File: src/rtl/rst_sequencer.sv
// rst_sequencer: holds domain resets, then releases them one by one,
// with software reset requests and a watchdog that restart the sequence.
module rst_sequencer #(
   parameter int NUM_CH         = 3,
   parameter int HOLD_CYCLES    = 16,
   parameter int STAGGER_CYCLES = 4,
   parameter int WDT_CYCLES     = 200,
   parameter int CNT_W          = 8
) (
   input  logic              clk_i,
   input  logic              rst_i,
   input  logic              swrst_req_i,
   output logic              swrst_ack_o,
   input  logic              wdt_en_i,
   input  logic              wdt_kick_i,
   output logic [NUM_CH-1:0] rst_o,
   output logic              ready_o,
   output logic [1:0]        cause_o
);

   localparam int CH_W    = (NUM_CH > 1) ? $clog2(NUM_CH) : 1;
   localparam int CNT_MAX = (CNT_W < 31) ? ((1 << CNT_W) - 1) : 32'h7fff_ffff;

   localparam logic [CNT_W-1:0] HOLD_LAST = CNT_W'(HOLD_CYCLES - 1);
   localparam logic [CNT_W-1:0] STAG_LAST = CNT_W'(STAGGER_CYCLES - 1);
   localparam logic [CNT_W-1:0] WDT_LAST  = CNT_W'(WDT_CYCLES - 1);
   localparam logic [CH_W-1:0]  CH_LAST   = CH_W'(NUM_CH - 1);

   localparam logic [1:0] CAUSE_EXT = 2'b00;
   localparam logic [1:0] CAUSE_SW  = 2'b01;
   localparam logic [1:0] CAUSE_WDT = 2'b10;

   // Elaboration-time parameter range checks (never synthesised).
   if (NUM_CH < 1 || NUM_CH > 8) begin : g_bad_num_ch
      $error("rst_sequencer: NUM_CH must be 1..8");
   end
   if (CNT_W < 1 || CNT_W > 31) begin : g_bad_cnt_w
      $error("rst_sequencer: CNT_W must be 1..31");
   end
   if (HOLD_CYCLES < 1 || HOLD_CYCLES > CNT_MAX) begin : g_bad_hold
      $error("rst_sequencer: HOLD_CYCLES out of range");
   end
   if (STAGGER_CYCLES < 1 || STAGGER_CYCLES > CNT_MAX) begin : g_bad_stag
      $error("rst_sequencer: STAGGER_CYCLES out of range");
   end
   if (WDT_CYCLES < 2 || WDT_CYCLES > CNT_MAX) begin : g_bad_wdt
      $error("rst_sequencer: WDT_CYCLES out of range");
   end

   typedef enum logic [1:0] {
      HOLD,
      STAGGER,
      RUN
   } state_e;

   state_e            state_q;
   logic [CNT_W-1:0]  cnt_q;
   logic [CNT_W-1:0]  wdt_q;
   logic [CNT_W-1:0]  wdt_d;
   logic              wdt_expire;
   logic [CH_W-1:0]   ch_q;
   logic [NUM_CH-1:0] rst_q;
   logic              ready_q;
   logic              ack_q;
   logic [1:0]        cause_q;

   // Watchdog: counts RUN cycles while enabled, kick or disable clears it.
   always_comb begin
      wdt_d      = '0;
      wdt_expire = 1'b0;
      if (state_q == RUN && wdt_en_i && !wdt_kick_i) begin
         if (wdt_q == WDT_LAST) begin
            wdt_expire = 1'b1;
         end else begin
            wdt_d = wdt_q + 1'b1;
         end
      end
   end

   // Sequencer FSM with registered outputs; external reset overrides all.
   always_ff @(posedge clk_i) begin
      ack_q <= 1'b0;
      if (rst_i) begin
         state_q <= HOLD;
         cnt_q   <= '0;
         ch_q    <= '0;
         wdt_q   <= '0;
         rst_q   <= '1;
         ready_q <= 1'b0;
         cause_q <= CAUSE_EXT;
      end else begin
         wdt_q <= wdt_d;
         unique case (state_q)
            HOLD: begin
               if (cnt_q == HOLD_LAST) begin
                  cnt_q    <= '0;
                  ch_q     <= CH_W'(1);
                  rst_q[0] <= 1'b0;
                  if (NUM_CH == 1) begin
                     state_q <= RUN;
                     ready_q <= 1'b1;
                  end else begin
                     state_q <= STAGGER;
                  end
               end else begin
                  cnt_q <= cnt_q + 1'b1;
               end
            end
            STAGGER: begin
               if (cnt_q == STAG_LAST) begin
                  cnt_q <= '0;
                  ch_q  <= ch_q + 1'b1;
                  for (int i = 0; i < NUM_CH; i++) begin
                     if (ch_q == CH_W'(i)) begin
                        rst_q[i] <= 1'b0;
                     end
                  end
                  if (ch_q == CH_LAST) begin
                     state_q <= RUN;
                     ready_q <= 1'b1;
                  end
               end else begin
                  cnt_q <= cnt_q + 1'b1;
               end
            end
            RUN: begin
               if (wdt_expire) begin
                  state_q <= HOLD;
                  cnt_q   <= '0;
                  rst_q   <= '1;
                  ready_q <= 1'b0;
                  cause_q <= CAUSE_WDT;
               end else if (swrst_req_i) begin
                  state_q <= HOLD;
                  cnt_q   <= '0;
                  rst_q   <= '1;
                  ready_q <= 1'b0;
                  cause_q <= CAUSE_SW;
                  ack_q   <= 1'b1;
               end
            end
            default: begin
               state_q <= HOLD;
               cnt_q   <= '0;
               rst_q   <= '1;
               ready_q <= 1'b0;
            end
         endcase
      end
   end

   assign swrst_ack_o = ack_q;
   assign rst_o       = rst_q;
   assign ready_o     = ready_q;
   assign cause_o     = cause_q;

endmodule

File: config.mk
export PLATFORM = sky130hd
export DESIGN_NAME = rst_sequencer
export DESIGN_NICKNAME = d
export VERILOG_FILES = /design/src/rtl/rst_sequencer.sv
export SDC_FILE = /design/constraint.sdc
export NUM_CORES = 1
export LEC_CHECK = 0
export CAP_MARGIN = 40
export CELL_PAD_IN_SITES_DETAIL_PLACEMENT = 1
export CELL_PAD_IN_SITES_GLOBAL_PLACEMENT = 1
export CORE_AREA = 2 2 63 65
export CTS_CLUSTER_SIZE = 40
export DETAILED_ROUTE_END_ITERATION = 10
export DIE_AREA = 0 0 65 67
export PLACE_DENSITY = 0.72
export SLEW_MARGIN = 40
export SYNTH_ARGS = -nofsm -noshare
export SYNTH_HDL_FRONTEND = slang
export SYNTH_SLANG_ARGS = --single-unit
File: constraint.sdc
create_clock -name clk_i -period 1.75 [get_ports clk_i]
set_input_delay 0.175 -clock clk_i [delete_from_list [all_inputs] [get_ports clk_i]]
set_output_delay 0.175 -clock clk_i [all_outputs]
set_load 0.02 [all_outputs]
# After elaboration in Yosys (flattened, before gate mapping)
# Index checks and enable logic that the tools add are counted.
# totals
regBits,27
wordCells,76
output_inout_bits,7
input_bits,5
# classes
add_sub_neg,3
reduce_logical,15
eq_ne,13
n_mux,32
n_bitwise,3
# op_table
op,n
8-bit 2-to-1 mux,4
8-bit case mux with 3 select lines,1
"8-bit by 1-bit adder with 8-bit output, second input constant",2
2-bit 2-to-1 mux,8
4-bit AND reduction,4
2-bit case mux with 3 select lines,2
1-bit 2-to-1 mux,11
"2-bit inequality test, second input constant",5
3-bit 2-to-1 mux,3
"8-bit by 2-bit equality test with 1-bit output, second input constant",1
"8-bit by 4-bit equality test with 1-bit output, second input constant",1
"8-bit equality test, second input constant",1
1-bit case mux with 3 select lines,2
3-bit OR reduction,2
"2-bit by 1-bit equality test with 1-bit output, second input constant",2
"2-bit equality test, second input constant",2
2-bit zero test,2
2-bit case mux with 2 select lines,1
2-bit nonzero test,2
"3-bit inequality test, second input constant",1
1-bit inverter,3
3-bit AND reduction,1
"2-bit by 1-bit adder with 2-bit output, second input constant",1
1-bit logical AND,2
2 further kinds,2

# Depth between registers and ports, before layout
# Gate-level depths: netlist (run 1).
# logic_depth
depth_word,6
depth_mapped,6
depth_no_buf,6

# Worst setup path before layout (run 1)
# OpenSTA, ideal clock, no wires.
# synth_path
path_type,register to register
from,register wdt_q[0]
to,register ready_q (netlist: ready_o)
synth_period_minus_slack_ps,1716
required_ps,1629
slack_ps,34
path_buffers,0
path_stages_with_launch,6
arrival_time_ps,1595
setup_ps,121
cell_sequence,dfxtp_1 > ha_1 > nand4bb_4 > o311ai_4 > o211ai_2 > mux2_4
# synth_between
elab_chain_cells,5
elab_cells_between_ends,7
cone_classes,eq/ne: 2; mux: 4; reduce/logical: 1
# synth_rtl
item,line,rtl
from (decl),58,logic [CNT_W-1:0] wdt_q;
from (signal assigned),92,wdt_q <= wdt_d;
8-bit equality test (*),72,if (wdt_q == WDT_LAST) begin
1-bit 2-to-1 mux (*),72,
1-bit 2-to-1 mux (*),71,if (state_q == RUN && wdt_en_i && !wdt_kick_i) begin
3-bit inequality test (no line) / 1-bit 2-to-1 mux (equally long branches),-,
4-bit AND reduction (no line) / 1-bit case mux with 3 select lines (equally long branches),-,
to (signal assigned),89,ready_q <= 1'b0;
to (signal assigned),101,ready_q <= 1'b1;
to (signal assigned),120,ready_q <= 1'b1;
to (decl),63,logic ready_q;
# Mark *: on every way between the ends. The rest lies on a longest branch, timed or not.
# A chain may end at the register's enable or synchronous reset.

# Final worst setup path (run 1)
# layout_path
from,register cnt_q[0]
to,register ready_q (netlist: ready_o)
# layout_between
elab_chain_cells,3
# layout_rtl
item,line,rtl
from (decl),57,logic [CNT_W-1:0] cnt_q;
from (signal assigned),106,cnt_q <= cnt_q + 1'b1;
from (signal assigned),123,cnt_q <= cnt_q + 1'b1;
8-bit by 2-bit equality test with 1-bit output,110,if (cnt_q == STAG_LAST) begin
2-bit inequality test (no line),-,
4-bit AND reduction (no line),-,
to (signal assigned),101,
to (signal assigned),120,
to (signal assigned),131,ready_q <= 1'b0;
# Every way passes these cells.

==> results of run 1 <==
-- Yosys cell counts, types with 2 or more instances --
cell type,n,share of area
and3_1,3,0.014
nor2b_1,4,0.018
nand2_1,8,0.022
nand4_1,3,0.014
xor2_1,4,0.025
clkbuf_1,4,0.011
a31oi_1,5,0.023
xnor2_1,2,0.013
o311a_1,4,0.029
nand3_1,8,0.029
a21oi_1,8,0.029
ha_1,5,0.045
o211ai_2,2,0.018
a32oi_1,3,0.019
a221o_1,2,0.015
or3_1,2,0.0091
inv_1,7,0.019
nor2_1,16,0.044
dfxtp_1,27,0.39
nor3_1,4,0.015
nand3b_1,2,0.011
o21ai_0,2,0.0073
a311oi_1,3,0.019
-- layer usage --
layer  vias to the layer above  share of wire
li1                        587              -
met1                       582           0.41
met2                        12           0.55
met3                         7          0.022
met4                         0          0.025
met5                         -              0
-- worst max-delay path by stage --
stage,slack [ns],startpoint,to,depth (start not counted)
2_1_floorplan,0.03,wdt_q[0],ready_o,5
3_3_place_gp,-0.02,wdt_kick_i,ready_o,5
3_5_place_dp,-0.07,wdt_kick_i,ready_o,5
4_1_cts,0.04,wdt_q[0],ready_o,5
5_1_grt,0.02,state_q[0],rst_o[0],5
6_report,0.07,cnt_q[0],ready_o,5
-- cell families after synthesis --
family / Yosys count / synth area share
flops: 27 / 0.393
buf+inv: 11 / 0.0300
mux: 2 / 0.0182
fa+ha+maj: 5 / 0.0455
xor+xnor: 6 / 0.0382
simple gates: 61 / 0.273
compound gates: 33 / 0.203
-- per-stage QoR --
step           hold slack, ns  utilization  std cells
6_report                0.447        0.471        217
5_1_grt                 0.469        0.471        217
3_5_place_dp            0.440        0.452        213
2_1_floorplan           0.291            -        145
4_1_cts                 0.454        0.464        217
3_3_place_gp            0.429        0.452        213
-- what timing repair did --
item                                    CTS  global route
endpoints found under the setup margin    0             2
hold buffers                              0             0
gates resized for setup                   0             6
-- flip-flops by register name, indices dropped and copies added (netlist names) --
signal	count
state_q	2
rst_o	3
ready_o	1
ch_q	2
swrst_ack_o	1
cause_o	2
wdt_q	8
cnt_q	8
-- area by class of cell --
type                    instances  area [µm²]
repair buffers                 24         208
well taps                      48        60.1
inverters                       7        26.3
clock buffers                   4        45.0
multi-input cells             107         815
flip-flops and latches         27         544
fillers                       427        1910
-- power by group through the flow --
stage / combinational [W] / sequential, W / clock (W)
after detailed placement: 0.0000772 / 0.000648 / 0
after CTS: 0.0000783 / 0.000634 / 0.000374
after global routing: 0.0000889 / 0.000635 / 0.000405
after floorplan: 0.0000433 / 0.000647 / 0
final: 0.0000807 / 0.000634 / 0.000364
after global placement: 0.0000732 / 0.000646 / 0
==> flow_metrics.py, run 1 <==
metrics = {
    "run_status": {
        "status": "finished, final reports clean",
    },
    "timing": {
        "finalCriticalPeriod_ns": 1.68,
        "setup_tns_ns": 0,
        "finalSetupViolations": 0,
        "worst_slew_pin_slew_ns": 0.412,
        "drv_slew": 0,
        "max_slew_margin": 0.724,
        "rsz0062_at_grt": "no",
        "fin_crit_sh": 0.958,
        "hold_violations": 0,
        "fmax_ghz": 0.596,
        "fin_skew_ns": 0.00265,
        "fin_ws_ns": 0.0734,
    },
    "global_route": {
        "grt_max_degree": 20,
        "grt_antenna_before_repair": 0,
        "grt_pass1_vias": 1303,
        "use_met3": 0.0253,
        "use_met2": 0.362,
        "grtUsageTotal": 0.185,
        "grt.busiest_layer": "met2",
        "grt_first_pass_wirelength_um": 6150,
        "met1_usage": 0.201,
        "overflow": 0,
    },
    "yosys": {
        "ys_ff_latch": 27,
        "yosysSeqAreaShare": 0.393,
        "synth.avg_cell_area_um2": 9.49,
        "async_flop_share": 0,
        "synth_flop_cell": "dfxtp_1",
        "synth_cell_types": 40,
        "syn_area_um2": 1380,
        "synth-edff-count": 0,
        "synthCells": 145,
        "syn_nets": 155,
        "yosys_warnings": 0,
    },
    "worst_hold_path": {
        "hold_path_depth": 1,
        "min_from": "wdt_q[0]",
        "hold_class": "flip-flop to flip-flop",
        "hold_path_end": "wdt_q[0]",
    },
    "power_and_ir_drop": {
        "p_total_w": 0.00108,
        "p_int_w": 0.000823,
        "pwr-share-comb": 0.075,
        "power_density_nw_per_um2": 635,
        "p_sw_w": 0.000255,
        "pwr-share-seq": 0.588,
        "clkPwrFrac": 0.337,
        "p_leak_nw": 0.642,
        "switching_share": 0.237,
        "ir_drop_uv": 293,
    },
    "die": {
        "fp.dieW_um": 65,
        "die_y_um": 67,
        "start_util": 0.382,
        "ioPinCount": 12,
        "std_cell_rows": 22,
        "coreArea_um2": 3610,
        "die_area_um2": 4360,
    },
    "clocking": {
        "cts-buffers-inserted": 3,
        "cts_setup_buffers": 0,
        "clockRootBuffer": "clkbuf_8",
        "tritoncts": "yes",
        "cts_sinks": 27,
        "clk_pin_slew_ns": 0.09,
        "htreeDepth": 1,
        "clockBufferDepth": 2,
        "insertion_delay_ns": 0.28,
    },
    "critical_path": {
        "critPathSlowestCell": "dfxtp_1",
        "required_ns": 1.92,
        "timing.rr.end": "ready_o",
        "ff2ff_path_depth": 5,
        "path_delay_family": "compound AO/OA/AOI/OAI gates",
        "rr_startpoint": "cnt_q[0]",
        "worstSetupEndpointType": "flip-flop",
        "startpoint_type": "flip-flop",
        "r2r_setup_slack_ns": 0.07,
        "slowest_delay_ns": 0.36,
        "cp_num_buf_inv": 0,
        "cp_max_fo": 5,
        "critPathKind": "flip-flop to flip-flop",
        "cp.arrival_ns": 1.85,
        "crit_path_cell_trace": "ha_1 > and3_1 > a32oi_2 > o211ai_2 > mux2_4",
    },
    "detailed_routing": {
        "drt-vias-per-instance": 5.47,
        "drc_errors": 0,
        "post_drt_wl_per_cell_um": 16.6,
        "drtAntennaViolNets": 0,
        "routed-via-count": 1188,
        "drt_pass1_iterations": 4,
        "wirelength_um": 3590,
        "drtIter0Drc": 32,
    },
    "layout": {
        "drive_gt1_frac": 0.183,
        "fin_area_um2": 1700,
        "final_cell_mix": "24 x dfxtp_1, 16 x nor2_1, 13 x buf_4, 11 x clkdlybuf4s50_1",
        "layout_commonest_cell": "dfxtp_1",
        "nNetsFinal": 180,
        "num_antenna_cells": 0,
        "area_growth_syn_to_layout_pct": 23.4,
    },
    "placement": {
        "gp_congestion": 0.816,
        "place_area_um2": 1630,
        "portBuffers": 11,
        "dp_hpwl_um": 2630,
        "pre_cts_ws_ns": -0.0748,
    },
    "flow_run": {
        "max-cap-violations": 0,
    },
}
Note: power is estimated with default switching activity, not from simulation.
==> inputs of run 2 (changes only) <==
--- a/config.mk
+++ b/config.mk
@@ -12,7 +12,7 @@
 export CTS_CLUSTER_SIZE = 40
 export DETAILED_ROUTE_END_ITERATION = 10
 export DIE_AREA = 0 0 65 67
-export PLACE_DENSITY = 0.72
+export PLACE_DENSITY_LB_ADDON = 0.15
 export SLEW_MARGIN = 40
 export SYNTH_ARGS = -nofsm -noshare
 export SYNTH_HDL_FRONTEND = slang
==> run 2 against run 1 <==
  * Hold slack worse by 0.0055 ns
  * Design area is 0.37% higher
  * Global-route usage is 1.3 points lower
  * Critical path depth stayed put
  * Worst setup slack better by 0.011 ns
  * Critical endpoint unchanged
  * Largest power group unchanged
==> flow_metrics.py, run 2 (synthesis gave the netlist of run 1 again) <==
metrics = {
    "run_status": {
        "status": "finished, final reports clean",
    },
    "die": {
        "die_y_um": 67,
        "die_area_um2": 4360,
        "coreArea_um2": 3610,
        "start_util": 0.382,
        "std_cell_rows": 22,
        "fp.dieW_um": 65,
        "ioPinCount": 12,
    },
    "global_route": {
        "grt_max_degree": 20,
        "grt.busiest_layer": "met2",
        "grtUsageTotal": 0.172,
        "grt_pass1_vias": 1228,
        "overflow": 0,
        "grt_antenna_before_repair": 0,
        "use_met3": 0.0152,
        "grt_first_pass_wirelength_um": 5750,
        "met1_usage": 0.214,
        "use_met2": 0.314,
    },
    "layout": {
        "area_growth_syn_to_layout_pct": 23.8,
        "layout_commonest_cell": "dfxtp_1",
        "final_cell_mix": "26 x dfxtp_1, 16 x nor2_1, 15 x buf_4, 11 x clkdlybuf4s50_1",
        "num_antenna_cells": 0,
        "utilization": 0.473,
        "nFillCells": 429,
        "drive_gt1_frac": 0.181,
        "nNetsFinal": 182,
        "fin_area_um2": 1700,
    },
    "clocking": {
        "tritoncts": "yes",
        "htreeDepth": 1,
        "insertion_delay_ns": 0.27,
        "clockBufferDepth": 2,
        "clockRootBuffer": "clkbuf_8",
        "clk_pin_slew_ns": 0.10,
        "cts_setup_buffers": 0,
        "cts-buffers-inserted": 3,
        "cts_sinks": 27,
    },
    "timing": {
        "fin_skew_ns": 0.00232,
        "drv_slew": 0,
        "finalCriticalPeriod_ns": 1.67,
        "fmax_ghz": 0.600,
        "max_slew_margin": 0.705,
        "fin_ws_ns": 0.0841,
        "worst_slew_pin_slew_ns": 0.441,
        "fin_crit_sh": 0.952,
        "setup_tns_ns": 0,
        "hold_violations": 0,
        "rsz0062_at_grt": "no",
        "holdWs_ns": 0.441,
        "finalSetupViolations": 0,
    },
    "detailed_routing": {
        "drt_pass1_iterations": 2,
        "drc_errors": 0,
        "post_drt_wl_per_cell_um": 15.4,
        "routed-via-count": 1193,
        "drtAntennaViolNets": 0,
        "drt-vias-per-instance": 5.45,
        "wirelength_um": 3380,
        "drtIter0Drc": 30,
    },
    "placement": {
        "dp_hpwl_um": 2540,
        "place_area_um2": 1640,
        "gp_congestion": 0.835,
        "pre_cts_ws_ns": -0.0606,
        "portBuffers": 11,
    },
    "critical_path": {
        "critPathKind": "flip-flop to flip-flop",
        "slowest_delay_ns": 0.36,
        "cp_max_fo": 5,
        "startpoint_type": "flip-flop",
        "critPathSlowestCell": "dfxtp_1",
        "required_ns": 1.92,
        "cp.arrival_ns": 1.84,
        "worstSetupEndpointType": "flip-flop",
        "crit_path_cell_trace": "ha_1 > and3_1 > a32oi_1 > o211ai_2 > mux2_4",
    },
    "flow_run": {
        "max-cap-violations": 0,
    },
    "power_and_ir_drop": {
        "power_density_nw_per_um2": 632,
        "ir_drop_uv": 274,
        "p_leak_nw": 0.654,
    },
    "worst_hold_path": {
        "hold_class": "flip-flop to flip-flop",
    },
}
-- run 2: cell count changes in the layout (fill, tap and decap cells not counted) --
cell | previous run | this run
dfxtp_1 | 24 | 26
a32oi_1 | 2 | 3
clkinv_2 | 0 | 1
buf_4 | 13 | 15
clkbuf_1 | 1 | 0
a32oi_2 | 1 | 0
dfxtp_2 | 3 | 1
-- run 2: path summary, 6_finish.rpt --
path                 start       end  slack, ns  cells past startpoint
hold reg to reg   wdt_q[0]  wdt_q[0]       0.44                      1
hold / removal    wdt_q[0]  wdt_q[0]       0.44                      1
setup reg to reg  cnt_q[0]   ready_o       0.08                      5
setup / recovery  cnt_q[0]   ready_o       0.08                      5
-- run 2: repair_timing --
action,CTS,global route
resized for setup,0,3
hold buffers,0,0
endpoints found under the setup margin,0,3
-- run 2: layer usage --
layer | up-vias | share of wire
li1 | 597 | -
met2 | 4 | 0.52
met5 | - | 0
met3 | 2 | 0.012
met1 | 590 | 0.46
met4 | 0 | 0.0050
-- run 2: final cells by class --
| cell class | count | area [µm²] | area share |
|---|---|---|---|
| well taps | 48 | 60.1 | 0.0352 |
| flip-flops and latches | 27 | 542 | 0.318 |
| clock buffers | 3 | 41.3 | 0.0242 |
| repair buffers | 26 | 223 | 0.131 |
| clock inverters | 1 | 5.00 | 0.00294 |
| multi-input cells | 107 | 807 | 0.474 |
| inverters | 7 | 26.3 | 0.0154 |
-- run 2: through the flow --
| step | std cells | power [W] |
|---|---|---|
| floorplan | 145 | 0.000690 |
| global placement | 215 | 0.000720 |
| detailed placement | 215 | 0.000724 |
| CTS | 219 | 0.00109 |
| global route | 219 | 0.00112 |
| finish | 219 | 0.00108 |
-- run 2: report_power, final --
group / switching, W / leakage [nW] / internal [W]
Sequential: 0.0000106 / 0.219 / 0.000623
Combinational: 0.0000399 / 0.410 / 0.0000361
Clock: 0.000208 / 0.0255 / 0.000160
-- run 2: worst max-delay path: cells and delay by family, from the launching register on --
kind | cells | cell delay [ns]
AO/OA/AOI/OAI | 2 | 0.47
AND/OR/NAND/NOR | 1 | 0.20
multiplexers | 1 | 0.31
flip-flops | 1 | 0.36
adder cells (fa/ha/maj) | 1 | 0.22
==> inputs of run 3 (changes only) <==
--- a/config.mk
+++ b/config.mk
@@ -13,7 +13,7 @@
 export DETAILED_ROUTE_END_ITERATION = 10
 export DIE_AREA = 0 0 65 67
 export PLACE_DENSITY_LB_ADDON = 0.15
-export SLEW_MARGIN = 40
+export SKIP_CTS_REPAIR_TIMING = 1
 export SYNTH_ARGS = -nofsm -noshare
 export SYNTH_HDL_FRONTEND = slang
 export SYNTH_SLANG_ARGS = --single-unit
==> results of run 3 <==
The final DEF is identical to that of run 2; final timing and power are the same.
